<file path="config.mk">
export PLATFORM = sky130hd
export DESIGN_NAME = wb_write_arbiter
export DESIGN_NICKNAME = d
export VERILOG_FILES = /design/src/rtl/wb_write_arbiter.sv
export SDC_FILE = /design/constraint.sdc
export NUM_CORES = 1
export LEC_CHECK = 0
export CORE_ASPECT_RATIO = 1.75
export CORE_MARGIN = 8
export CORE_UTILIZATION = 45
export DETAILED_ROUTE_END_ITERATION = 8
export PLACE_DENSITY = 0.68
export SYNTH_ARGS = -nofsm -noshare
export SYNTH_HDL_FRONTEND = slang
export SYNTH_SLANG_ARGS = --single-unit
export TNS_END_PERCENT = 5
</file>
<file path="constraint.sdc">
create_clock -name clk -period 6.3 [get_ports clk]
set_clock_uncertainty 0.15 [all_clocks]
set_input_delay 0.63 -clock clk [delete_from_list [all_inputs] [get_ports clk]]
set_output_delay 0.63 -clock clk [all_outputs]
set_load 0.1 [all_outputs]
</file>
<file path="src/rtl/wb_write_arbiter.sv">
// Write-back arbiter: per-PE request FIFOs feeding both regfile write ports.
// Optional collision counter enabled with `define WB_STATS_EN.
module wb_write_fifo #(
  parameter int DEPTH = 4,
  parameter int W     = 37
) (
  input  logic         clk,
  input  logic         rst,
  input  logic         push,
  input  logic [W-1:0] din,
  input  logic         pop,
  output logic [W-1:0] dout,
  output logic         full,
  output logic         empty
);
  localparam int PW = $clog2(DEPTH) + 1;

  logic [W-1:0]  mem [DEPTH];
  logic [PW-1:0] wptr;
  logic [PW-1:0] rptr;

  assign empty = (wptr == rptr);
  assign full  = (wptr ^ rptr) == {1'b1, {(PW-1){1'b0}}};
  assign dout  = mem[rptr[PW-2:0]];

  always_ff @(posedge clk) begin
    if (push)
      mem[wptr[PW-2:0]] <= din;
  end

  always_ff @(posedge clk or negedge rst) begin
    if (!rst) begin
      wptr <= '0;
      rptr <= '0;
    end else begin
      if (push)
        wptr <= wptr + 1'b1;
      if (pop)
        rptr <= rptr + 1'b1;
    end
  end
endmodule

module wb_write_arbiter #(
  parameter int DEPTH = 4,
  parameter int AW    = 5,
  parameter int DW    = 32
) (
  input  logic          clk,
  input  logic          rst,
  input  logic          pe1_valid,
  output logic          pe1_ready,
  input  logic [AW-1:0] pe1_addr,
  input  logic [DW-1:0] pe1_data,
  input  logic          pe2_valid,
  output logic          pe2_ready,
  input  logic [AW-1:0] pe2_addr,
  input  logic [DW-1:0] pe2_data,
  output logic          we_pe1,
  output logic [AW-1:0] wa_pe1,
  output logic [DW-1:0] wd_pe1,
  output logic          we_pe2,
  output logic [AW-1:0] wa_pe2,
  output logic [DW-1:0] wd_pe2,
  output logic          idle,
  output logic [15:0]   conflict_cnt
);
  typedef struct packed {
    logic [AW-1:0] addr;
    logic [DW-1:0] data;
  } wb_req_t;

  logic    armed;
  logic    full1, full2;
  logic    empty1, empty2;
  logic    push1, push2;
  logic    pop1, pop2;
  logic    collide;
  wb_req_t head1, head2;

  // Ready comes up one cycle after reset release
  always_ff @(posedge clk or negedge rst) begin
    if (!rst)
      armed <= 1'b0;
    else
      armed <= 1'b1;
  end

  assign pe1_ready = armed & ~full1;
  assign pe2_ready = armed & ~full2;

  // x0 writes are accepted but never stored
  assign push1 = pe1_valid & pe1_ready & (|pe1_addr);
  assign push2 = pe2_valid & pe2_ready & (|pe2_addr);

  wb_write_fifo #(.DEPTH(DEPTH), .W(AW + DW)) u_fifo1 (
    .clk   (clk),
    .rst   (rst),
    .push  (push1),
    .din   ({pe1_addr, pe1_data}),
    .pop   (pop1),
    .dout  (head1),
    .full  (full1),
    .empty (empty1)
  );

  wb_write_fifo #(.DEPTH(DEPTH), .W(AW + DW)) u_fifo2 (
    .clk   (clk),
    .rst   (rst),
    .push  (push2),
    .din   ({pe2_addr, pe2_data}),
    .pop   (pop2),
    .dout  (head2),
    .full  (full2),
    .empty (empty2)
  );

  // On a collision PE2 is held so its value lands last
  assign collide = ~empty1 & ~empty2 & (head1.addr == head2.addr);
  assign pop1    = ~empty1;
  assign pop2    = ~empty2 & ~collide;
  assign idle    = empty1 & empty2;

  always_comb begin
    we_pe1 = 1'b0;
    wa_pe1 = '0;
    wd_pe1 = '0;
    we_pe2 = 1'b0;
    wa_pe2 = '0;
    wd_pe2 = '0;
    if (pop1) begin
      we_pe1 = 1'b1;
      wa_pe1 = head1.addr;
      wd_pe1 = head1.data;
    end
    if (pop2) begin
      we_pe2 = 1'b1;
      wa_pe2 = head2.addr;
      wd_pe2 = head2.data;
    end
  end

`ifdef WB_STATS_EN
  logic [15:0] cnt;

  always_ff @(posedge clk or negedge rst) begin
    if (!rst)
      cnt <= '0;
    else if (collide && cnt != 16'hFFFF)
      cnt <= cnt + 16'd1;
  end

  assign conflict_cnt = cnt;
`else
  assign conflict_cnt = 16'd0;
`endif
endmodule
</file>
==> results of run 1 <==
[how the worst max path moves through the flow]
stage               depth (start not counted)                         from   endpoint
global placement                            6  u_fifo2.rptr[1]$_DFFE_PN0P_  wa_pe2[4]
finish                                      6  u_fifo2.rptr[1]$_DFFE_PN0P_  wa_pe2[1]
CTS                                         6  u_fifo2.rptr[1]$_DFFE_PN0P_  wd_pe2[2]
detailed placement                          6  u_fifo2.rptr[1]$_DFFE_PN0P_  wd_pe2[2]
floorplan                                   6  u_fifo1.rptr[0]$_DFFE_PN0P_       idle
global route                                7  u_fifo2.rptr[0]$_DFFE_PN0P_  wa_pe2[1]
[worst max-delay path: cells and delay by family (launching register included)]
kind / cells / cell delay (ns)
multiplexers: 1 / 0.44
AO/OA/AOI/OAI: 1 / 0.80
XOR/XNOR: 1 / 0.18
AND/OR/NAND/NOR: 2 / 0.67
buffers and inverters: 1 / 1.02
flip-flops: 1 / 1.01
[kinds of logic after synthesis]
| kind of cell | after synthesis | synth area share (%) |
|---|---|---|
| fa+ha+maj | 10 | 1.03 |
| mux | 76 | 14.0 |
| xor+xnor | 19 | 1.38 |
| flops | 309 | 76.2 |
| other cells | 2 | 0.0621 |
| compound gates | 8 | 0.528 |
| simple gates | 93 | 4.61 |
| buf+inv | 51 | 2.27 |
[registers in the layout, summed over array words and instances, names as in the netlist]
register,count
armed,1
u_fifo2.wptr,3
u_fifo1.mem,148
u_fifo2.mem,148
u_fifo1.rptr,3
u_fifo1.wptr,3
u_fifo2.rptr,3
[per-stage QoR]
stage	utilization (%)	worst slack, ns	hold slack (ns)	cell area [sq um]	cells
floorplan	-	2.14	0.184	12200	583
global placement	52.7	1.37	0.325	14000	1028
detailed placement	52.7	1.30	0.333	14000	1028
CTS	56.1	0.707	0.340	14800	1077
global route	56.1	0.532	0.378	14800	1077
finish	56.1	0.839	0.345	14800	1077
[area by class of cell]
class	count	share of cell area (%)
sequential	309	62.1
multi-input combinational	223	18.1
timing repair buffer	161	10.8
clock buffer	28	4.58
tap	324	2.73
clock inverter	21	1.46
inverter	11	0.278
[synthesized netlist by cell type (all sizes together)]
cell,n
nand2,5
o21ai,3
clkbuf,10
nor3b,1
conb,2
o211ai,1
o31a,2
nor2,7
o311a,2
nor2b,69
buf,30
ha,10
mux4,74
edfxtp,296
or4,1
dfrtp,13
or3,2
mux2,2
inv,11
and2,8
xnor2,10
xor2,9
[routing by layer]
metal	vias up	part of all wire (%)	global-route usage, %
met5	-	0	0
met4	0	2.1	4.81
met3	37	5.8	3.30
met2	176	53	27.4
met1	2892	39	16.7
li1	2543	-	-
==> impl_results.md, run 1 <==
- Status: finished, final reports clean
- Syn Std Cell Area: ~0.012 sq mm
- Die height: 233 microns
- TritonCTS clock tree: built
- Fillers: 2,011
- Vias in the first global route: 6,456
- CTS Buf Count: 27
- Initial antenna violation count: 0
- F_max: ~180 MHz
- FF-to-FF Start: u_fifo2.rptr[1]$_DFFE_PN0P_
- Slowest CP cell: clkdlybuf4s50_1
- Setup TNS: 0 ns
- Layout cell share with drive strength beyond 1: 18.7%
- Critical-path maximum fanout: 40
- Most frequent cells in the layout: edfxtp_1 (296), clkdlybuf4s50_1 (156), mux4_2 (74)
- CTS Buffer Depth: 3
- Drt via density: 5.24
- Max-cap violations: 0
- Reg-to-reg endpoint: u_fifo2.rptr[1]$_DFFE_PN0P_
- First-pass GRT wire length: 37,300 microns
- Clk pin slew, worst setup/hold paths: 0.07 ns
- DRC viols: 0
- GRT Residual Overflow: 0
- Slew HR: 29.2%
- Ports: 173
- Die Width: 140 microns
- Rows: 79
- Input/output buffers: 156
- Total die area: 0.0326 sq mm
- Unique masters post-synth: 27
- Avg Cell Area, Syn: 21.3 sq um
- RSZ-0062 raised after global routing: false
- Setup Viol. Count Final: 0
- WP data required: between 5 and 6 ns
- Final HPWL DP: 15,500 microns
- Final wirelength: about 24,000 microns
- Max Slew Vio Count: 0
- Fin. Hold Viols: 0
- Post-CTS setup buffer count: 0
- Sink Count: a little over 300
- Reg2reg setup slack: between 2 and 2.5 ns
- Final Cycle Share: 86.7%
- Synth area leader: edfxtp_1
- Sequential cell area: 0.00922 sq mm
- Core ar.: ~0.026 sq mm
- Area contributors post-synth: edfxtp_1 (73%), mux4_2 (14%), nor2b_1 (3.6%)
- ANT cells: 0
- Setup crit end kind: output pin
- Pre-Repair DR Iteration Count: 4
- Crit Path Class: reg2out
- Pin count of the biggest net entering global routing: 41
- Worst path cell trace: mux4_2 > xor2_1 > or4_4 > o21ai_4 > nor2_1 > clkdlybuf4s50_1
- WP data arrival: 4.68 ns
- Routability Congestion: 0.665
- R2r worst-path depth: 6
- Most common cell after layout, fill and taps aside: edfxtp_1
- Initial Util: 45.7%
- Tightest Pin Transition: 1.06 ns
- H-tree depth: 1
- Register area share after synthesis: 76.2%
- Top-area cell type share of the netlist area: between 70 and 80%
- Hold_buf cts: 0
- Resize count post-CTS: 0
- Via Count: 5,648
- Setup crit start kind: flip-flop
- Post-Synthesis Cells: roughly 570
- Synthesized flop and latch total: 309
- Crit path largest cell delay: 1.02 ns
- Final net count: 821
- Area growth, synth to finish: 22.7%
- Area of the multi-input gates: 0.00269 sq mm
- Routed length per instance: 22.1 microns
- Antenna viol nets, final: 0
- Post-route minimum period: 5.46 ns
- Hold Crit Class: in2async
- Yosys warns: 0
- Clock Latency Late Sink: 0.53 ns
- Initial DRC count: 320
- Root Driver: clkbuf_16
- Overall Global Routing Usage: 14.8%
Power of run 1 is left out: the tool's default activity adds up to more than one toggle a clock period on the data nets, which glitch-free logic cannot reach.
==> inputs of run 2 (changes only) <==
--- a/config.mk
+++ b/config.mk
@@ -9,6 +9,7 @@
 export CORE_MARGIN = 8
 export CORE_UTILIZATION = 45
 export DETAILED_ROUTE_END_ITERATION = 8
+export MAX_ROUTING_LAYER = met4
 export PLACE_DENSITY = 0.68
 export SYNTH_ARGS = -nofsm -noshare
 export SYNTH_HDL_FRONTEND = slang
==> impl_results.md, run 2 (synthesis gave the netlist of run 1 again) <==
- Area growth, synth to finish: 22.7% (unchanged)
- Slowest CP cell: dfrtp_2 (was clkdlybuf4s50_1)
- Fin. Hold Viols: 0 (unchanged)
- GRT Residual Overflow: 0 (unchanged)
- Setup crit start kind: flip-flop (unchanged)
- Final HPWL DP: 15,500 microns (unchanged)
- Slew HR: 28.3% (was 29.2%)
- Final Cell Area: 0.0148 sq mm (unchanged)
- Clk pin slew, worst setup/hold paths: 0.07 ns (about the same)
- Crit path largest cell delay: 1.02 ns (about the same)
- Pin count of the biggest net entering global routing: 41 (unchanged)
- Core ar.: 0.0265 sq mm (unchanged)
- Min Hold Slack: 0.345 ns (about the same)
- Input/output buffers: 156 (unchanged)
- Initial antenna violation count: 0 (unchanged)
- F_max: 183 MHz (about the same)
- Post-CTS setup buffer count: 0 (unchanged)
- Reg2reg setup slack: 2.47 ns (about the same)
- CTS Buf Count: 27 (unchanged)
- Worst path cell trace: mux4_2 > xor2_1 > or4_4 > o21ai_4 > nor2_1 > clkdlybuf4s50_1 (unchanged)
- Ports: 173 (unchanged)
- Most frequent cells in the layout: edfxtp_1 (296), clkdlybuf4s50_1 (156), mux4_2 (74) (unchanged)
- Placed inst area: 0.0140 sq mm (unchanged)
- H-tree depth: 1 (unchanged)
- Util after Layout: 56.1% (unchanged)
- Via Count: 5,660 (was 5,648)
- Total die area: 0.0326 sq mm (unchanged)
- Rows: 79 (unchanged)
- Clock Latency Late Sink: 0.53 ns (about the same)
- Vias in the first global route: 6,460 (was 6,456)
- WP data required: 5.52 ns (about the same)
- Hold Crit Class: in2async (unchanged)
- Sink Count: 309 (unchanged)
- Resize count post-CTS: 0 (unchanged)
- ANT cells: 0 (unchanged)
- Setup Viol. Count Final: 0 (unchanged)
- Hold_buf cts: 0 (unchanged)
- Initial DRC count: 326 (was 320)
- Die Width: 140 microns (unchanged)
- Final Cycle Share: 86.6% (was 86.7%)
- CP endpoint: wa_pe2[1] (unchanged)
- Final net count: 821 (unchanged)
- Setup crit end kind: output pin (unchanged)
- RSZ-0062 raised after global routing: false (unchanged)
- Pre-Repair DR Iteration Count: 4 (unchanged)
- Routability Congestion: 0.671 (was 0.665)
- DRC viols: 0 (unchanged)
- Die height: 233 microns (unchanged)
- Most common cell after layout, fill and taps aside: edfxtp_1 (unchanged)
- FF-to-FF Start: u_fifo2.rptr[1]$_DFFE_PN0P_ (unchanged)
- Initial Util: 45.7% (unchanged)
- Overall Global Routing Usage: 15.3% (was 14.8%)
- TritonCTS clock tree: built (unchanged)
- Max Slew Vio Count: 0 (unchanged)
- Final wirelength: 23,900 microns (was 23,800 microns)
- Setup TNS: 0 ns (unchanged)
- Critical-path maximum fanout: 40 (unchanged)
- Critical path origin: u_fifo2.rptr[1]$_DFFE_PN0P_ (unchanged)
- Crit Path Class: reg2out (unchanged)
- Reg-to-reg endpoint: u_fifo2.rptr[1]$_DFFE_PN0P_ (unchanged)
- Status: finished, final reports clean (unchanged)
- Antenna viol nets, final: 0 (unchanged)
- Max-cap violations: 0 (unchanged)
- Post-route minimum period: 5.46 ns (about the same)
- Drt via density: 5.26 (was 5.24)
- CTS Buffer Depth: 3 (unchanged)
- Tightest Pin Transition: 1.08 ns (was 1.06 ns)
- First-pass GRT wire length: 37,300 microns (about the same)
- Routed length per instance: 22.2 microns (was 22.1 microns)
- Root Driver: clkbuf_16 (unchanged)
- R2r worst-path depth: 6 (unchanged)
- Layout cell share with drive strength beyond 1: 18.7% (unchanged)
- WP data arrival: 4.68 ns (about the same)
==> run 2: cell counts in the layout (fill, tap and decap cells not counted) <==
No cell type changed its count.
==> run 2: routing by layer <==
| layer | share of wire [%] | track usage (%) |
|---|---|---|
| met5 | 0 | - |
| met4 | 2.1 | 4.81 |
| met3 | 5.2 | 2.98 |
| met2 | 53 | 27.4 |
| met1 | 40 | 16.9 |
==> run 2: final cells by class <==
| type | instances | area (sq um) |
|---|---|---|
| inverters | 11 | 41.3 |
| multi-input cells | 223 | 2690 |
| repair buffers | 161 | 1600 |
| well taps | 324 | 405 |
| clock buffers | 28 | 679 |
| fillers | 2011 | 11600 |
| flip-flops and latches | 309 | 9220 |
| clock inverters | 21 | 216 |
==> run 2: critical path, delay by kind of cell, from the launching register on <==
| kind | cells | cell delay, ns |
|---|---|---|
| buffers and inverters | 1 | 1.02 |
| AOI/OAI and AO/OA | 1 | 0.80 |
| muxes | 1 | 0.44 |
| xor gates and xnor gates | 1 | 0.18 |
| DFF | 1 | 1.02 |
| and+or+nand+nor | 2 | 0.66 |
==> run 2: worst min-delay path by stage <==
stage / startpoint / endpoint / slack [ns] / cells past startpoint
after CTS: rst / u_fifo1.wptr[1]$_DFFE_PN0P_ / 0.34 / 1
after global routing: rst / u_fifo2.rptr[2]$_DFFE_PN0P_ / 0.38 / 1
final: rst / u_fifo2.rptr[2]$_DFFE_PN0P_ / 0.35 / 1
after detailed placement: u_fifo2.wptr[2]$_DFFE_PN0P_ / u_fifo2.wptr[2]$_DFFE_PN0P_ / 0.33 / 1
after global placement: u_fifo1.wptr[2]$_DFFE_PN0P_ / u_fifo1.wptr[2]$_DFFE_PN0P_ / 0.32 / 1
after floorplan: rst / armed$_DFF_PN0_ / 0.18 / 0
==> run 2: through the flow <==
step,setup WS (ns),std cells
6_report,0.842,1077
5_1_grt,0.526,1077
4_1_cts,0.707,1077
3_5_place_dp,1.30,1028
3_3_place_gp,1.37,1028
2_1_floorplan,2.14,583
Power of run 2 is left out for the same reason.
==> RTL edit 1: new RTL, config.mk and constraints of run 2 <==
`DEPTH` is set to 4 in 2 places; all go to 2.
--- a/src/rtl/wb_write_arbiter.sv
+++ b/src/rtl/wb_write_arbiter.sv
@@ -2,5 +2,5 @@
 // Optional collision counter enabled with `define WB_STATS_EN.
 module wb_write_fifo #(
-  parameter int DEPTH = 4,
+  parameter int DEPTH = 2,
   parameter int W     = 37
 ) (
@@ -43,5 +43,5 @@
 
 module wb_write_arbiter #(
-  parameter int DEPTH = 4,
+  parameter int DEPTH = 2,
   parameter int AW    = 5,
   parameter int DW    = 32
Check against the original RTL: not equivalent (Yosys sat finds a counterexample within 4 cycles, from zero or initial values and one cycle with rst low).
==> RTL edit 1 against run 2 <==
Routed wire length is 47% lower; die area is 45% lower; highest routed layer unchanged; sequential cell count is 152 lower; setup slack better by 0.54 ns; synthesized area is 49% lower; global-route usage is 0.58 points lower; cell area is 43% lower.
Power is not shown: default switching activity piles up to over one toggle a cycle in this logic, so the estimate is an artifact.
==> RTL edit 1: results (changes against run 2) <==
CTS
The worst-case clock buffer depth is 2 (-1). The clock root buffer master is clkbuf_16. After clock tree synthesis, the clock-pin slew on the worst setup and hold paths is 0.06 ns. The number of buffers added for setup after CTS is 0 (unchanged).

The deepest level of the CTS H-tree was 4 (+3). The count of cells resized by post-cts repair is 0 (unchanged). The number of buffers inserted during clock tree synthesis is 17 (-37%).

The clock network latency to the later pin of the worst-skew pair is 0.41 ns (-0.12 ns).

Synthesis
After synthesis, the cell types taking the most area are edfxtp_1 71%, mux2i_1 12%, nor2_1 4.6%. The number of flops mapped to enable cells by yosys was 148 (-50%). Sorting the synthesized cells by how often they occur yields 148 x edfxtp_1, 77 x nor2_1, 74 x mux2i_1. The number of distinct library cells after synthesis is 26 (-3.7%).

The proportion of synthesized chip area in sequential cells is 75.1% (-1.1 points). The share of flip-flops with an asynchronous set or reset after synthesis is 5.73% (+1.5 points). The number of warnings issued by yosys came to 0 (unchanged).

Finish
The total number of nets in the final design is 621 (-24%). The library cell used most frequently in the layout, excluding fill and tap cells, is clkdlybuf4s50_1. The number of filler instances in the final layout is 1050 (-48%).

The total inserted antenna cells is 0 (unchanged). The fraction of layout cells with a size suffix above 1 is 7.55% (-11 points).

Detailed routing
The total vias in the final route is 3504 (-38%). The wire length per cell after detailed routing came to 17.4 um (-22%). The total met2 wirelength after detailed routing is 6420 um (-49%).

The met1 wire length is 5420 um (-43%). The wire length on met3 is 725 um (-41%). The top layer reached by signal wires is met4. The detailed-routing iteration count for the pre-antenna-repair pass is 4 (unchanged). The number of design-rule violations left by the first detailed-router iteration is 84 (-74%). The count of antenna-violating nets left after detailed routing was 0 (unchanged).

GRT
The global-route wire length before repair came to 19800 um (-47%). The initial antenna violation count is 0 (unchanged). The pin count of the biggest net entering global routing is 40 (-2.4%). The met3 usage in global routing came to 4.01% (+1.0 points).

The via count of the first global-routing pass is 3878 (-40%). The met1 track utilization from global routing was 16.3% (-0.67 points). The global routing usage summed across all routing layers is 14.7% (-0.58 points).

The met2 global-route usage is 24.6% (-2.7 points).

Timing
The final hold slack is 0.342 ns (-0.00306 ns). The total of endpoints with negative setup slack in the final report came to 0 (unchanged). The max-slew violation total from the final report came to 0 (unchanged). The remaining max-slew budget at the tightest pin was 30.0% (+1.7 points).

Setup path
The biggest cell delay along the critical path is 1.02 ns (about the same). The cell family contributing the most delay on the critical path is buffers and inverters. The slack of the worst reg-to-reg path came to 3.35 ns (+0.88 ns). The largest fanout on the critical path is 39 (-2.5%).

The signal arrival time at the worst endpoint is 4.13 ns (-0.55 ns). The slowest cell on the critical path is clkdlybuf4s50_1.

Place
The count of input and output buffers was 156 (unchanged). The HPWL after detailed placement is 9100 um (-41%). The weighted congestion reported at the end of routability-driven placement is 0.687 (+2.4%).

Min path
The path class of the tightest hold or removal check is reg -> reg.

Run status
The flow ran to the end, and the final reports show no timing, DRC or antenna violations.
==> RTL edit 1: cell count changes after synthesis, sizes merged, moves of 4 or more <==
cell           run 2  this run
and2               8         3
ha                10         0
mux2i              0        74
edfxtp           296       148
nor2               7        77
dfrtp             13         9
mux4              74         0
inv               11         3
nor2b             69         1
==> RTL edit 1: per-stage QoR <==
| step | cell area (um2) | setup slack, ns | instances |
|---|---|---|---|
| after global routing | 8430 | 1.14 | 733 |
| after CTS | 8430 | 1.34 | 733 |
| after detailed placement | 7880 | 1.77 | 701 |
| after global placement | 7880 | 1.84 | 701 |
| final | 8430 | 1.39 | 733 |
| after floorplan | 6280 | 0.679 | 398 |
==> RTL edit 1: final timing paths <==
path	cells after the start	start	to
worst max-delay path	7	u_fifo1.rptr[0]	wd_pe2[0]
max in group asynchronous	1	rst	u_fifo1.rptr[0]
min in group asynchronous	1	rst	u_fifo2.wptr[1]
worst min register to register	1	u_fifo2.wptr[1]	u_fifo2.wptr[1]
worst min-delay path	1	u_fifo2.wptr[1]	u_fifo2.wptr[1]
worst max register to register	6	u_fifo1.rptr[0]	u_fifo2.rptr[0]
==> RTL edit 1: final cells by class <==
cell class | count | area (um2) | area share [%]
clock buffers | 19 | 443 | 5.25
inverters | 3 | 11.3 | 0.134
multi-input cells | 204 | 1380 | 16.4
flip-flops and latches | 157 | 4670 | 55.4
repair buffers | 160 | 1590 | 18.9
well taps | 177 | 221 | 2.63
clock inverters | 13 | 109 | 1.29
==> RTL edit 1: cell families (layout without fill, tap and decap cells) <==
kind of cell,after synthesis,after routing,synth area share (%)
other cells,2,17,0.121
compound gates,7,7,0.784
mux,74,74,11.9
buf+inv,37,195,3.96
xor+xnor,18,18,2.53
simple gates,88,88,5.63
flops,157,157,75.1
==> RTL edit 2: new RTL, flow settings as in run 2 <==
Without the edit above. Build with the macro `WB_STATS_EN` defined.
--- a/src/rtl/wb_write_arbiter.sv
+++ b/src/rtl/wb_write_arbiter.sv
@@ -1,4 +1,6 @@
 // Write-back arbiter: per-PE request FIFOs feeding both regfile write ports.
 // Optional collision counter enabled with `define WB_STATS_EN.
+`define WB_STATS_EN
+
 module wb_write_fifo #(
   parameter int DEPTH = 4,
Check against the original RTL: not equivalent (a bounded check fails within 4 cycles, from zero or initial values and one cycle with rst low).
==> RTL edit 2 against run 2 <==
Synthesized area grew 5.4%; cell area is 5.8% higher; setup slack better by 0.46 ns; via count increased by 11%; non-clock buffer count increased by 16; sequential cell count is 16 higher; register-to-register slack improved by 0.12 ns; routed wire length is 7.1% higher.
Power is not shown: default switching activity piles up to over one toggle a cycle in this logic, so the estimate is an artifact.
==> RTL edit 2: results (changes against run 2) <==
Place
The weighted congestion reported at the end of routability-driven placement came to 0.791 (+18%). The pre-CTS setup slack came to 1.80 ns (+0.498 ns). The count of input and output buffers is 172 (+10%).

Synthesis
The number of distinct library cells after synthesis is 35 (+30%). The xor and xnor area share after synthesis was 2.34% (+0.96 points). The proportion of synthesized chip area in sequential cells is 75.4% (-0.73 points). The adder-cell share of the synthesized area is 1.08% (+0.046 points). Ranked by instance count, the synthesized netlist is headed by 296 x edfxtp_1, 74 x mux4_2, 48 x and2_1.

In the post-synthesis netlist, the biggest area contributors are edfxtp_1 70%, mux4_2 13%, dfrtp_1 5.7%. The share of flip-flops with an asynchronous set or reset after synthesis came to 8.92% (+4.7 points). The share of cell area taken by muxes after synthesis was 13.4% (-0.59 points). The fraction of the mapped netlist area in compound gates is 0.530% (+0.0026 points).

Detailed routing
The vias per cell is 5.29 (+0.60%). The number of design-rule violations left by the first detailed-router iteration is 281 (-14%). The wire length per cell after detailed routing is 21.5 um (-3.2%).

Run status
The run finished with clean final reports.

Timing
The slew at the pin closest to its max-slew limit is 1.24 ns (+0.162 ns).

GRT
The pin count of the biggest net entering global routing is 42 (+2.4%). The global routing usage summed across all routing layers came to 15.6% (+0.28 points). The global-route wire length before repair is 39700 um (+6.5%). The via count of the first global-routing pass was 6976 (+8.0%).

Setup path
The most critical setup path has its startpoint at u_fifo1.rptr[1]. The signal arrival time at the worst endpoint was 4.22 ns (-0.46 ns).

CTS
The number of buffers inserted during clock tree synthesis came to 28 (+3.7%).

Finish
The fraction of layout cells with a size suffix above 1 is 21.6% (+2.9 points). The total number of nets in the final design is 886 (+7.9%).
## RTL edit 2: cell count changes after synthesis, moves of 2 or more
cell      change
buf_1         -3
and3_1       +12
xnor2_1      +14
dfrtp_1      +16
nand3_1      +10
nand2_1       +2
clkbuf_1      +4
nor2_1        -4
buf_4        -17
inv_1         -6
nor2b_1      -32
and4_1        +2
and2_1       +40
nand4_1       +3
## RTL edit 2: cell families after synthesis
logic type,count (synthesis)
buf+inv,31
other cells,1
flops,325
mux,77
compound gates,9
fa+ha+maj,11
simple gates,128
xor+xnor,34
## RTL edit 2: routing by layer
layer  global-route usage, %  vias to the layer above  part of all wire (%)
met5                       -                        -                     0
met4                    4.84                        0                   1.8
met3                    2.96                       34                   5.9
met2                    26.3                      237                    51
met1                    18.5                     3229                    41
li1                        -                     2802                     -
## RTL edit 2: cell type report
| cell class | instances | area [um2] |
|---|---|---|
| inverters | 5 | 18.8 |
| clock buffers | 35 | 748 |
| multi-input cells | 260 | 3000 |
| flip-flops and latches | 325 | 9620 |
| clock inverters | 17 | 186 |
| fillers | 2102 | 12200 |
| repair buffers | 177 | 1660 |
| well taps | 373 | 467 |
## RTL edit 2: final timing paths
path                                        end  slack (ns)  cells after the start
worst max-delay path                 wd_pe2[24]        1.30                      7
worst min-delay path            conflict_cnt[9]        0.34                      2
max in group asynchronous       u_fifo2.rptr[0]        5.35                      2
worst max register to register  u_fifo2.rptr[2]        2.59                      7
min in group clk                u_fifo1.wptr[2]        0.35                      1
worst min register to register  u_fifo1.wptr[2]        0.35                      1
## RTL edit 2: through the flow
stage                     hold WS (ns)  cell area (um2)  std cells  utilization [%]
after global routing             0.340            15700       1192             56.4
final                            0.341            15700       1192             56.4
after CTS                        0.311            15700       1192             56.4
after detailed placement         0.330            14800       1140             53.0
after floorplan                  0.184            12700        616                -
after global placement           0.326            14800       1140             53.0
## RTL edit 2: critical path, cell delays in order, from the launching register on
cell,delay (ns)
dfrtp_2,0.34
buf_4,0.45
xor2_1,0.18
nor3_2,0.84
nand3b_1,0.27
o31a_1,0.97
and2_1,0.27
buf_4,0.30
